<file path="src/rtl/half_rate_pkg.sv">
// Types shared by the half-rate feeder and the half-rate CDC stage it feeds.
package half_rate_pkg;
    localparam int WORD_W = 32;
    typedef logic [WORD_W-1:0] word_t;
endpackage

</file>
<file path="src/rtl/feeder_fifo_mem.sv">
// Storage array for the feeder FIFO: synchronous write port, asynchronous read port.
module feeder_fifo_mem
    import half_rate_pkg::*;
#(
    parameter  int DEPTH  = 32,
    localparam int ADDR_W = $clog2(DEPTH)
) (
    input  logic              clk,
    input  logic              wr_en,
    input  logic [ADDR_W-1:0] wr_addr,
    input  logic [WORD_W-1:0] wr_data,
    input  logic [ADDR_W-1:0] rd_addr,
    output logic [WORD_W-1:0] rd_data
);

    word_t mem [DEPTH];

    // The array is deliberately left without reset so it maps onto plain RAM.
    always_ff @(posedge clk) begin
        if (wr_en) begin
            mem[wr_addr] <= wr_data;
        end
    end

    assign rd_data = mem[rd_addr];

endmodule

</file>
<file path="src/rtl/half_rate_feeder.sv">
// Full-rate ready/valid FIFO that launches at most one word per half_clock period,
// holding each launched word stable for the whole period.
module half_rate_feeder
    import half_rate_pkg::*;
#(
    parameter  int CAPACITY = 32,
    localparam int PTR_W    = $clog2(CAPACITY),
    localparam int LVL_W    = $clog2(CAPACITY + 1)
) (
    input  logic              clk,
    input  logic              reset,
    input  logic              half_clock,
    input  logic [WORD_W-1:0] t0_data,
    input  logic              t0_valid,
    output logic              t0_ready,
    output logic [WORD_W-1:0] i0_data,
    output logic              i0_valid,
    input  logic              i0_ready,
    output logic [LVL_W-1:0]  level
);

    localparam logic [LVL_W-1:0] FULL_LEVEL = LVL_W'(CAPACITY);

    logic              hc_q,       hc_d;
    logic [PTR_W-1:0]  wr_ptr_q,   wr_ptr_d;
    logic [PTR_W-1:0]  rd_ptr_q,   rd_ptr_d;
    logic [LVL_W-1:0]  level_q,    level_d;
    logic              i0_valid_q, i0_valid_d;
    word_t             i0_data_q,  i0_data_d;

    logic  launch;
    logic  push;
    logic  pop;
    logic  stall;
    word_t rd_data;

    feeder_fifo_mem #(
        .DEPTH (CAPACITY)
    ) u_mem (
        .clk     (clk),
        .wr_en   (push),
        .wr_addr (wr_ptr_q),
        .wr_data (t0_data),
        .rd_addr (rd_ptr_q),
        .rd_data (rd_data)
    );

    // Ready depends only on registered occupancy, never on t0_valid.
    assign t0_ready = (level_q != FULL_LEVEL) && !reset;

    always_comb begin
        hc_d       = half_clock;
        launch     = half_clock && !hc_q;
        push       = t0_valid && t0_ready;
        stall      = i0_valid_q && !i0_ready;
        pop        = launch && !stall && (level_q != '0);

        wr_ptr_d   = wr_ptr_q + PTR_W'(push);
        rd_ptr_d   = rd_ptr_q + PTR_W'(pop);

        level_d    = level_q;
        if (push && !pop) begin
            level_d = level_q + LVL_W'(1);
        end else if (pop && !push) begin
            level_d = level_q - LVL_W'(1);
        end

        // Output register only moves on launch cycles; a stalled word is held.
        i0_valid_d = i0_valid_q;
        i0_data_d  = i0_data_q;
        if (launch && !stall) begin
            if (pop) begin
                i0_data_d  = rd_data;
                i0_valid_d = 1'b1;
            end else begin
                i0_valid_d = 1'b0;
            end
        end
    end

    always_ff @(posedge clk or posedge reset) begin
        if (reset) begin
            hc_q       <= 1'b0;
            wr_ptr_q   <= '0;
            rd_ptr_q   <= '0;
            level_q    <= '0;
            i0_valid_q <= 1'b0;
            i0_data_q  <= '0;
        end else begin
            hc_q       <= hc_d;
            wr_ptr_q   <= wr_ptr_d;
            rd_ptr_q   <= rd_ptr_d;
            level_q    <= level_d;
            i0_valid_q <= i0_valid_d;
            i0_data_q  <= i0_data_d;
        end
    end

    assign i0_data  = i0_data_q;
    assign i0_valid = i0_valid_q;
    assign level    = level_q;

endmodule

</file>
<file path="config.mk">
export PLATFORM = sky130hd
export DESIGN_NAME = half_rate_feeder
export DESIGN_NICKNAME = d
export VERILOG_FILES = /design/src/rtl/half_rate_pkg.sv /design/src/rtl/feeder_fifo_mem.sv /design/src/rtl/half_rate_feeder.sv
export SDC_FILE = /design/constraint.sdc
export NUM_CORES = 1
export LEC_CHECK = 0
export CAP_MARGIN = 20
export CORE_MARGIN = 8
export CORE_UTILIZATION = 50
export DETAILED_ROUTE_END_ITERATION = 10
export GPL_TIMING_DRIVEN = 0
export PLACE_DENSITY_LB_ADDON = 0.3
export SLEW_MARGIN = 25
export SYNTH_ARGS = -nofsm -noshare
export SYNTH_HDL_FRONTEND = slang
export SYNTH_SLANG_ARGS = --single-unit
</file>
<file path="constraint.sdc">
create_clock -name clk -period 6.3 [get_ports clk]
set_clock_uncertainty 0.05 [all_clocks]
set_input_delay 1.26 -clock clk [delete_from_list [all_inputs] [get_ports clk]]
set_output_delay 1.26 -clock clk [all_outputs]
set_load 0.03 [all_outputs]
</file>
Word-level counts from Yosys, hierarchy flattened

Memories as Yosys holds them, arrays and structs flattened. A register that Yosys moved wholly into a read port is not among the register bits.
Cells that the tools add are included.

Reductions and logical operators: 17
Muxes and demuxes: 5
Equality and inequality tests: 1
$add $sub $neg: 4

Operators with widths:

| cell                                                                | count |
|---|---|
| 6-bit 2-to-1 mux                                                    | 2 |
| 5-bit by 1-bit adder with 5-bit output                              | 2 |
| 1-bit logical AND                                                   | 8 |
| 6-bit by 1-bit adder with 6-bit output (second input constant)      | 1 |
| 1-bit zero test                                                     | 6 |
| 6-bit inequality test (second input constant)                       | 1 |
| 6-bit nonzero test                                                  | 1 |
| 6-bit by 1-bit subtractor with 6-bit output (second input constant) | 1 |
| 1-bit 2-to-1 mux                                                    | 3 |
| 2-bit AND reduction                                                 | 1 |
| 2-bit nonzero test                                                  | 1 |

Input port bits: 37
Memories kept: 1
RAM bits: 1,024
Logic and storage cells: 33
Output and inout port bits: 40
Register bits: 18

Memories:

| memory    | depth | width | rd ports | clocked after Yosys merged registers in | write ports | line                  | RTL |
|---|---|---|---|---|---|---|---|
| u_mem.mem | 32    | 32    | 1        | 1                                       | 1           | feeder_fifo_mem.sv:16 | `word_t mem [DEPTH];` |

Logic depth before layout (Yosys ltp)

Gate-level depths: netlist of run 1.

Word-level depth: 8
Mapped depth: 11
Depth with buffers taken out: 10

By module

A second synthesis of run 1 with hierarchy kept.

Cells, all modules: 2,375
Area total of the unflattened synthesis: 42,102.9 sq um

By module, submodules not included:

| module           | area each (sq um) | seq. area each (sq um) | cells each | times used |
|---|---|---|---|---|
| feeder_fifo_mem  | 39,844.5          | 30,749.5               | 2,228      | 1 |
| half_rate_feeder | 2,258.4           | 1,251.2                | 147        | 1 |

Worst setup path before layout of run 1

OpenSTA, ideal clock, no wires.

Path kind: input port to flip-flop
From: input reset
To: memory u_mem.mem[28][0] (netlist name) (enable)
Stages on the path: 6
Data required time: 5,829 ps
Library setup time: 421 ps
Arrival time: 4,483 ps
Buffers on the path: 1
Setup slack: 1,346 ps
Path through: inv_1 -> o311a_1 -> nor2b_1 -> nand2b_1 -> buf_2 -> nor2_1

Cells in the longest elaborated chain, start to end: 5

Ends and longest elaborated chain:

| element                                | line                   | RTL |
|---|---|---|
| start, declared                        | half_rate_feeder.sv:11 | `input logic reset,` |
| 1-bit zero test (no line)              | -                      |  |
| 1-bit logical AND                      | half_rate_feeder.sv:49 | `assign t0_ready = (level_q != FULL_LEVEL) && !reset;` |
| 1-bit logical AND                      | half_rate_feeder.sv:54 | `push = t0_valid && t0_ready;` |
| 1-bit 2-to-1 mux                       | feeder_fifo_mem.sv:20  | `if (wr_en) begin` |
| 1-bit 2-to-1 mux (implied by the code) | feeder_fifo_mem.sv:21  | `mem[wr_addr] <= wr_data;` |
| end, declared                          | feeder_fifo_mem.sv:16  |  |

No other way between the ends.

Final worst setup path of run 1

From: input reset
To: memory u_mem.mem[7][8] (netlist name) (enable)

Same word-level chain as after synthesis.

==> results of run 1 <==
==> how the worst min path moves through the flow <==
stage	start	endpoint	slack (ns)
finish	i0_data[18]$_DFFE_PP0P_	i0_data[18]$_DFFE_PP0P_	0.49
global route	rd_ptr_q[1]$_DFF_PP0_	rd_ptr_q[1]$_DFF_PP0_	0.50
CTS	rd_ptr_q[1]$_DFF_PP0_	rd_ptr_q[1]$_DFF_PP0_	0.49
detailed placement	rd_ptr_q[1]$_DFF_PP0_	rd_ptr_q[1]$_DFF_PP0_	0.48
global placement	rd_ptr_q[1]$_DFF_PP0_	rd_ptr_q[1]$_DFF_PP0_	0.43
floorplan	rd_ptr_q[1]$_DFF_PP0_	rd_ptr_q[1]$_DFF_PP0_	0.42
==> metal layers <==
layer | up-vias | track usage | routed length (um)
met5 | - | 0 | 0
met4 | 0 | 0.07127 | 3159
met3 | 167 | 0.03138 | 7403
met2 | 1048 | 0.3808 | 53300
met1 | 11330 | 0.3002 | 42310
li1 | 8841 | - | -
==> worst max-delay path, cell delays in order <==
cell and delay, ns:
clkdlybuf4s50_1 0.48, inv_4 0.33, buf_12 0.26, o311a_1 0.34
nand3_1 0.67, nor2_4 0.95, buf_16 0.25
==> state kept, by name, indices dropped and copies added (netlist names) <==
register   flops
level          6
wr_ptr_q       5
i0_valid       1
hc_q           1
i0_data       32
u_mem.mem   1024
rd_ptr_q       5
==> power by group through the flow <==
stage	Sequential, mW	Combinational (mW)	Clock [mW]
2_1_floorplan	8.69	3.87	0
6_report	8.41	6.27	6.10
3_3_place_gp	8.55	6.02	0
5_1_grt	8.43	6.59	6.44
4_1_cts	8.41	6.31	6.15
3_5_place_dp	8.55	6.28	0
==> cells by family (layout without fill, tap and decap cells) <==
group,Yosys count,count (layout),synth area share
AOI/OAI and AO/OA,254,254,0.04339
and+or+nand+nor,121,121,0.01333
buffers and inverters,124,444,0.01703
adders and majority gates,10,10,0.003168
other,0,3,0
DFF,1074,1074,0.7643
muxes,392,392,0.1565
xor gates and xnor gates,11,11,0.002301
==> area by class of cell <==
type	instances	area, sq um
Clock inverter	62	593.1
Fill cell	5874	34670
Inverter	7	28.78
Buffer	117	688.2
Antenna cell	3	7.507
Tap cell	1080	1351
Timing Repair Buffer	126	1819
Clock buffer	132	2736
Multi-Input combinational cell	788	9397
Sequential cell	1074	32000
==> stage by stage <==
| stage | std cells | instance area (sq um) | hold slack, ns | TNS [ns] |
|---|---|---|---|---|
| global placement | 3142 | 43980 | 0.4315 | -1655.49 |
| floorplan | 1986 | 41870 | 0.4231 | 0 |
| finish | 3389 | 48620 | 0.4860 | 0 |
| detailed placement | 3192 | 45390 | 0.4751 | 0 |
| global route | 3389 | 48620 | 0.5045 | 0 |
| CTS | 3386 | 48720 | 0.4896 | 0 |
==> placed cells by master, fill, tap and decap left out, drive strengths merged, types with 44 or more instances in the layout <==
master	n
mux2i	181
a21oi	50
clkbuf	167
nor2	48
dfrtp	50
buf	164
clkdlybuf4s50	44
edfxtp	1024
clkinv	45
mux4	210
==> impl_metrics.toml, run 1 <==
[status]
status = "finished clean"

[power]
intPower_mw = 14.26
p_seq_frac = 0.405
leakage_nw = 15.66
switching_power_mw = 6.519
p_clk_frac = 0.293
p_total_mw = 20.78
vdd_drop_max_v = 0.0002949
combPwrFrac = 0.302
power.density_nw_per_um2 = 427.4
power_switching_share = 0.3137

[synth]
yosysTopAreaCellShare = 0.7344
synth-edff-count = 1024
ys_top_cells_by_area = "edfxtp_1 (73%), mux4_2 (11%), mux2i_1 (4.3%), dfrtp_1 (3.0%), a21oi_1 (0.60%)"
synth_cell_types = 49
synthesis.nets = 2033
syn_area_sq_um = 41870
yosys.area.top_type = "edfxtp_1"
synth_top_flop_cell = "edfxtp_1"
yosys_warnings = 0
synthArstFlopShare = 0.04655
synth_cells = 1986
synth_most_common_cell = "edfxtp_1"
yosys-top-cells-count = "edfxtp_1 (1024), mux4_2 (210), mux2i_1 (181), a21oi_1 (50), dfrtp_1 (50)"
synth.ff_latch_count = 1074
syn_area_per_cell_sq_um = 21.08
yosysSeqAreaShare = 0.7643

[min_path]
whs_path_depth = 2
hold_class = "reg -> reg"

[floorplanning]
fp.dieW_um = 305.4
row_count = 106
die_h_um = 305.4
core_sq_um = 83290
io_pins = 77
die_area_sq_um = 93260
start_util = 0.5027

[cells_and_area]
layout-area-overhead-vs-synth_pct = 16.12
drive_above_1_share = 0.2372
utilization = 0.5838
fin_nets = 2264

[worst_setup_path]
cp-start-kind = "input pin"
cp.arrival_ns = 4.60
crit_path_max_fanout = 30
startpoint = "reset"
r2r-start = "level[3]$_DFFE_PP0P_"
cp.required_ns = 6.60
critPathKind = "in -> reg"
crit_path_end = "u_mem.mem[7][8]$_DFFE_PP_"
r2r_slack_ns = 2.52
ff2ff_path_depth = 11
reg2reg_to = "level[5]$_DFFE_PP0P_"
crit_path_end_kind = "flop"

[clock_network]
ctsResizeCount = 0
cts-root-buf = "clkbuf_16"
cts_tree = "done"
cts_buffer_depth = 3
holdBufCountCts = 0
insertion_delay_ns = 0.67
htreeDepth = 3
cts-buffers-inserted = 103
cts_setup_buffers = 0
path_clk_slew_ns = 0.06
cts_num_sinks = 1074

[global_route]
grtUsageTotal = 0.2238
grt_overflow = 0
antenna_found_initial = 5
grt_pass1_vias = 22130
grt_pass1_wl_um = 153100
grt_max_degree = 33

[detailed_routing]
dr_total_vias = 21390
wire_per_inst_um = 31.33
drt_iter0_drc = 2623
via_per_inst = 6.310
drc = 0
ant_nets = 0
routed_wl_um = 106200
drtPass1Iterations = 5

[placed_design]
gp_congestion = 0.8246
dpl_worst_slack_ns = 1.305
post-dp-hpwl_um = 71100
port_buffers = 76

[timing]
post-route-period-util = 0.6823
setup_viol = 0
grt_setup_unrepaired = "no"
hold_violations = 0
tightest_slew_ns = 0.9929
final_max_slew_viol_count = 0
timing.final.ws_setup_ns = 2.001
fin_crit_ns = 4.299
max_slew_margin = 0.3381
fmax_ghz = 0.2326

[job]
cap_violations = 0
No activity file was read; power rests on OpenSTA's default activity.
==> run 2, diff against run 1 <==
clock period = 3.65 ns   (was 6.3 ns; I/O delays follow)
==> impl_metrics.toml, run 2 (synthesis results as in run 1) <==
[worst_setup_path]
critPathKind = "in -> reg"
crit_path_max_fanout = 23
cp.required_ns = 4.16
cp.arrival_ns = 3.87
cp-start-kind = "input pin"
crit_path_end_kind = "flop"

[timing]
post-route-period-util = 0.9209
timing.final.ws_setup_ns = 0.2886
final_max_slew_viol_count = 0
tightest_slew_ns = 1.041
fmax_ghz = 0.2975
hold_violations = 0
grt_setup_unrepaired = "no"
setup_viol = 0
fin_tns_setup_ns = 0
max_slew_margin = 0.3061
fin_crit_ns = 3.361

[global_route]
grt_max_degree = 33
grt_pass1_vias = 22060
grt_pass1_wl_um = 149100
grt_overflow = 0
antenna_found_initial = 1
grtUsageTotal = 0.2171

[placed_design]
gp_congestion = 0.8219
port_buffers = 76
dpl_worst_slack_ns = -0.7876
postPlaceCellArea_sq_um = 45600
post-dp-hpwl_um = 67680
dpl.cell_count = 3197

[job]
cap_violations = 0

[clock_network]
htreeDepth = 3
cts-buffers-inserted = 109
cts_buffer_depth = 3
cts_tree = "done"
holdBufCountCts = 0
path_clk_slew_ns = 0.06
insertion_delay_ns = 0.68
cts_num_sinks = 1074
cts-root-buf = "clkbuf_16"

[floorplanning]
fp.dieW_um = 305.4
row_count = 106
start_util = 0.5027
io_pins = 77
die_area_sq_um = 93260
die_h_um = 305.4
core_sq_um = 83290

[power]
switching_power_mw = 11.53
vdd_drop_max_v = 0.0004931
leakage_nw = 16.06
intPower_mw = 25.12
p_seq_frac = 0.396
p_total_mw = 36.65
combPwrFrac = 0.300
power_switching_share = 0.3145
p_clk_frac = 0.304
power.density_nw_per_um2 = 741.9

[cells_and_area]
final_cell_mix = "edfxtp_1 (1024), mux4_2 (210), mux2i_1 (181), clkbuf_16 (110), buf_2 (63)"
fin_cells = 3430
drive_above_1_share = 0.2588
regMostFlops = "u_mem.mem"
final_common_cell = "edfxtp_1"
largest_reg_flops = 1024
layout-area-overhead-vs-synth_pct = 17.98
fin_nets = 2303
finalInstanceArea_sq_um = 49400

[detailed_routing]
drt_iter0_drc = 2354
dr_total_vias = 21510
drtPass1Iterations = 5
routed_wl_um = 103900
via_per_inst = 6.270
ant_nets = 0
drc = 0
wire_per_inst_um = 30.30

[status]
status = "finished clean"

[min_path]
hold_class = "reg -> reg"
==> run 2: cell count changes in the layout (fill, tap and decap cells not counted), moves of 5 or more <==
| cell | change |
|---|---|
| buf_16 | +17 |
| buf_12 | -12 |
| clkbuf_16 | +7 |
| clkbuf_8 | +5 |
| clkinv_1 | -18 |
| buf_8 | +6 |
| clkinv_2 | +14 |
| buf_4 | +22 |
==> run 2: path summary, 6_finish.rpt <==
kind                                  startpoint                      end  slack, ns  depth (start not counted)
min in group asynchronous                  reset           hc_q$_DFF_PP0_       0.47                          2
min reg2reg                rd_ptr_q[1]$_DFF_PP0_    rd_ptr_q[1]$_DFF_PP0_       0.45                          1
max in group asynchronous                  reset  i0_data[31]$_DFFE_PP0P_       2.46                          3
max                                        reset     level[5]$_DFFE_PP0P_       0.29                         11
max reg2reg                 level[3]$_DFFE_PP0P_     level[5]$_DFFE_PP0P_       0.40                         11
min                        rd_ptr_q[1]$_DFF_PP0_    rd_ptr_q[1]$_DFF_PP0_       0.45                          1
==> run 2: routing by layer <==
layer	global-route usage	wire length, um	vias up
met5	0	0	-
met4	0.07435	3960	0
met3	0.04625	9190	244
met2	0.3561	50090	1147
met1	0.2902	40690	11190
li1	-	-	8927
==> run 2: per-stage QoR <==
| step | hold slack (ns) | utilization |
|---|---|---|
| 5_1_grt | 0.4736 | 0.5931 |
| 3_3_place_gp | 0.4321 | 0.5291 |
| 3_5_place_dp | 0.4388 | 0.5475 |
| 2_1_floorplan | 0.4231 | - |
| 6_report | 0.4515 | 0.5931 |
| 4_1_cts | 0.4521 | 0.5926 |
==> run 2: layout make-up <==
cell class	instances	area, sq um
fill	5762	33890
timing repair buffer	159	2312
sequential	1074	32000
clock buffer	143	2977
multi-input combinational	788	9403
tap	1080	1351
clock inverter	61	635.6
inverter	7	30.03
buffer	117	686.9
antenna	1	2.502
==> run 2: timing repair <==
item / 4_1_cts / 5_1_grt
buffers inserted: 13 / 15
setup endpoints to repair: 132 / 149
pin swaps: 7 / 6
gates cloned: 0 / 0
resized for setup: 1 / 1
==> run 2: power by group through the flow <==
stage                     Sequential, mW  Combinational, mW  Clock [mW]
after global placement              14.7               10.5           0
after floorplan                     15.0               6.72           0
final                               14.5               11.0        11.1
after detailed placement            14.7               10.9           0
after CTS                           14.5               10.9        11.2
after global routing                14.6               11.5        11.7
==> run 2: critical path, cell delays in order <==
cell and delay (ns):
clkdlybuf4s50_1 0.52, clkinvlp_4 0.56, o311a_2 0.47, ha_1 0.28
inv_1 0.19, ha_1 0.27, a21o_1 0.18, a21oi_1 0.27
nand4b_1 0.16, nand3_1 0.09, xnor2_1 0.14
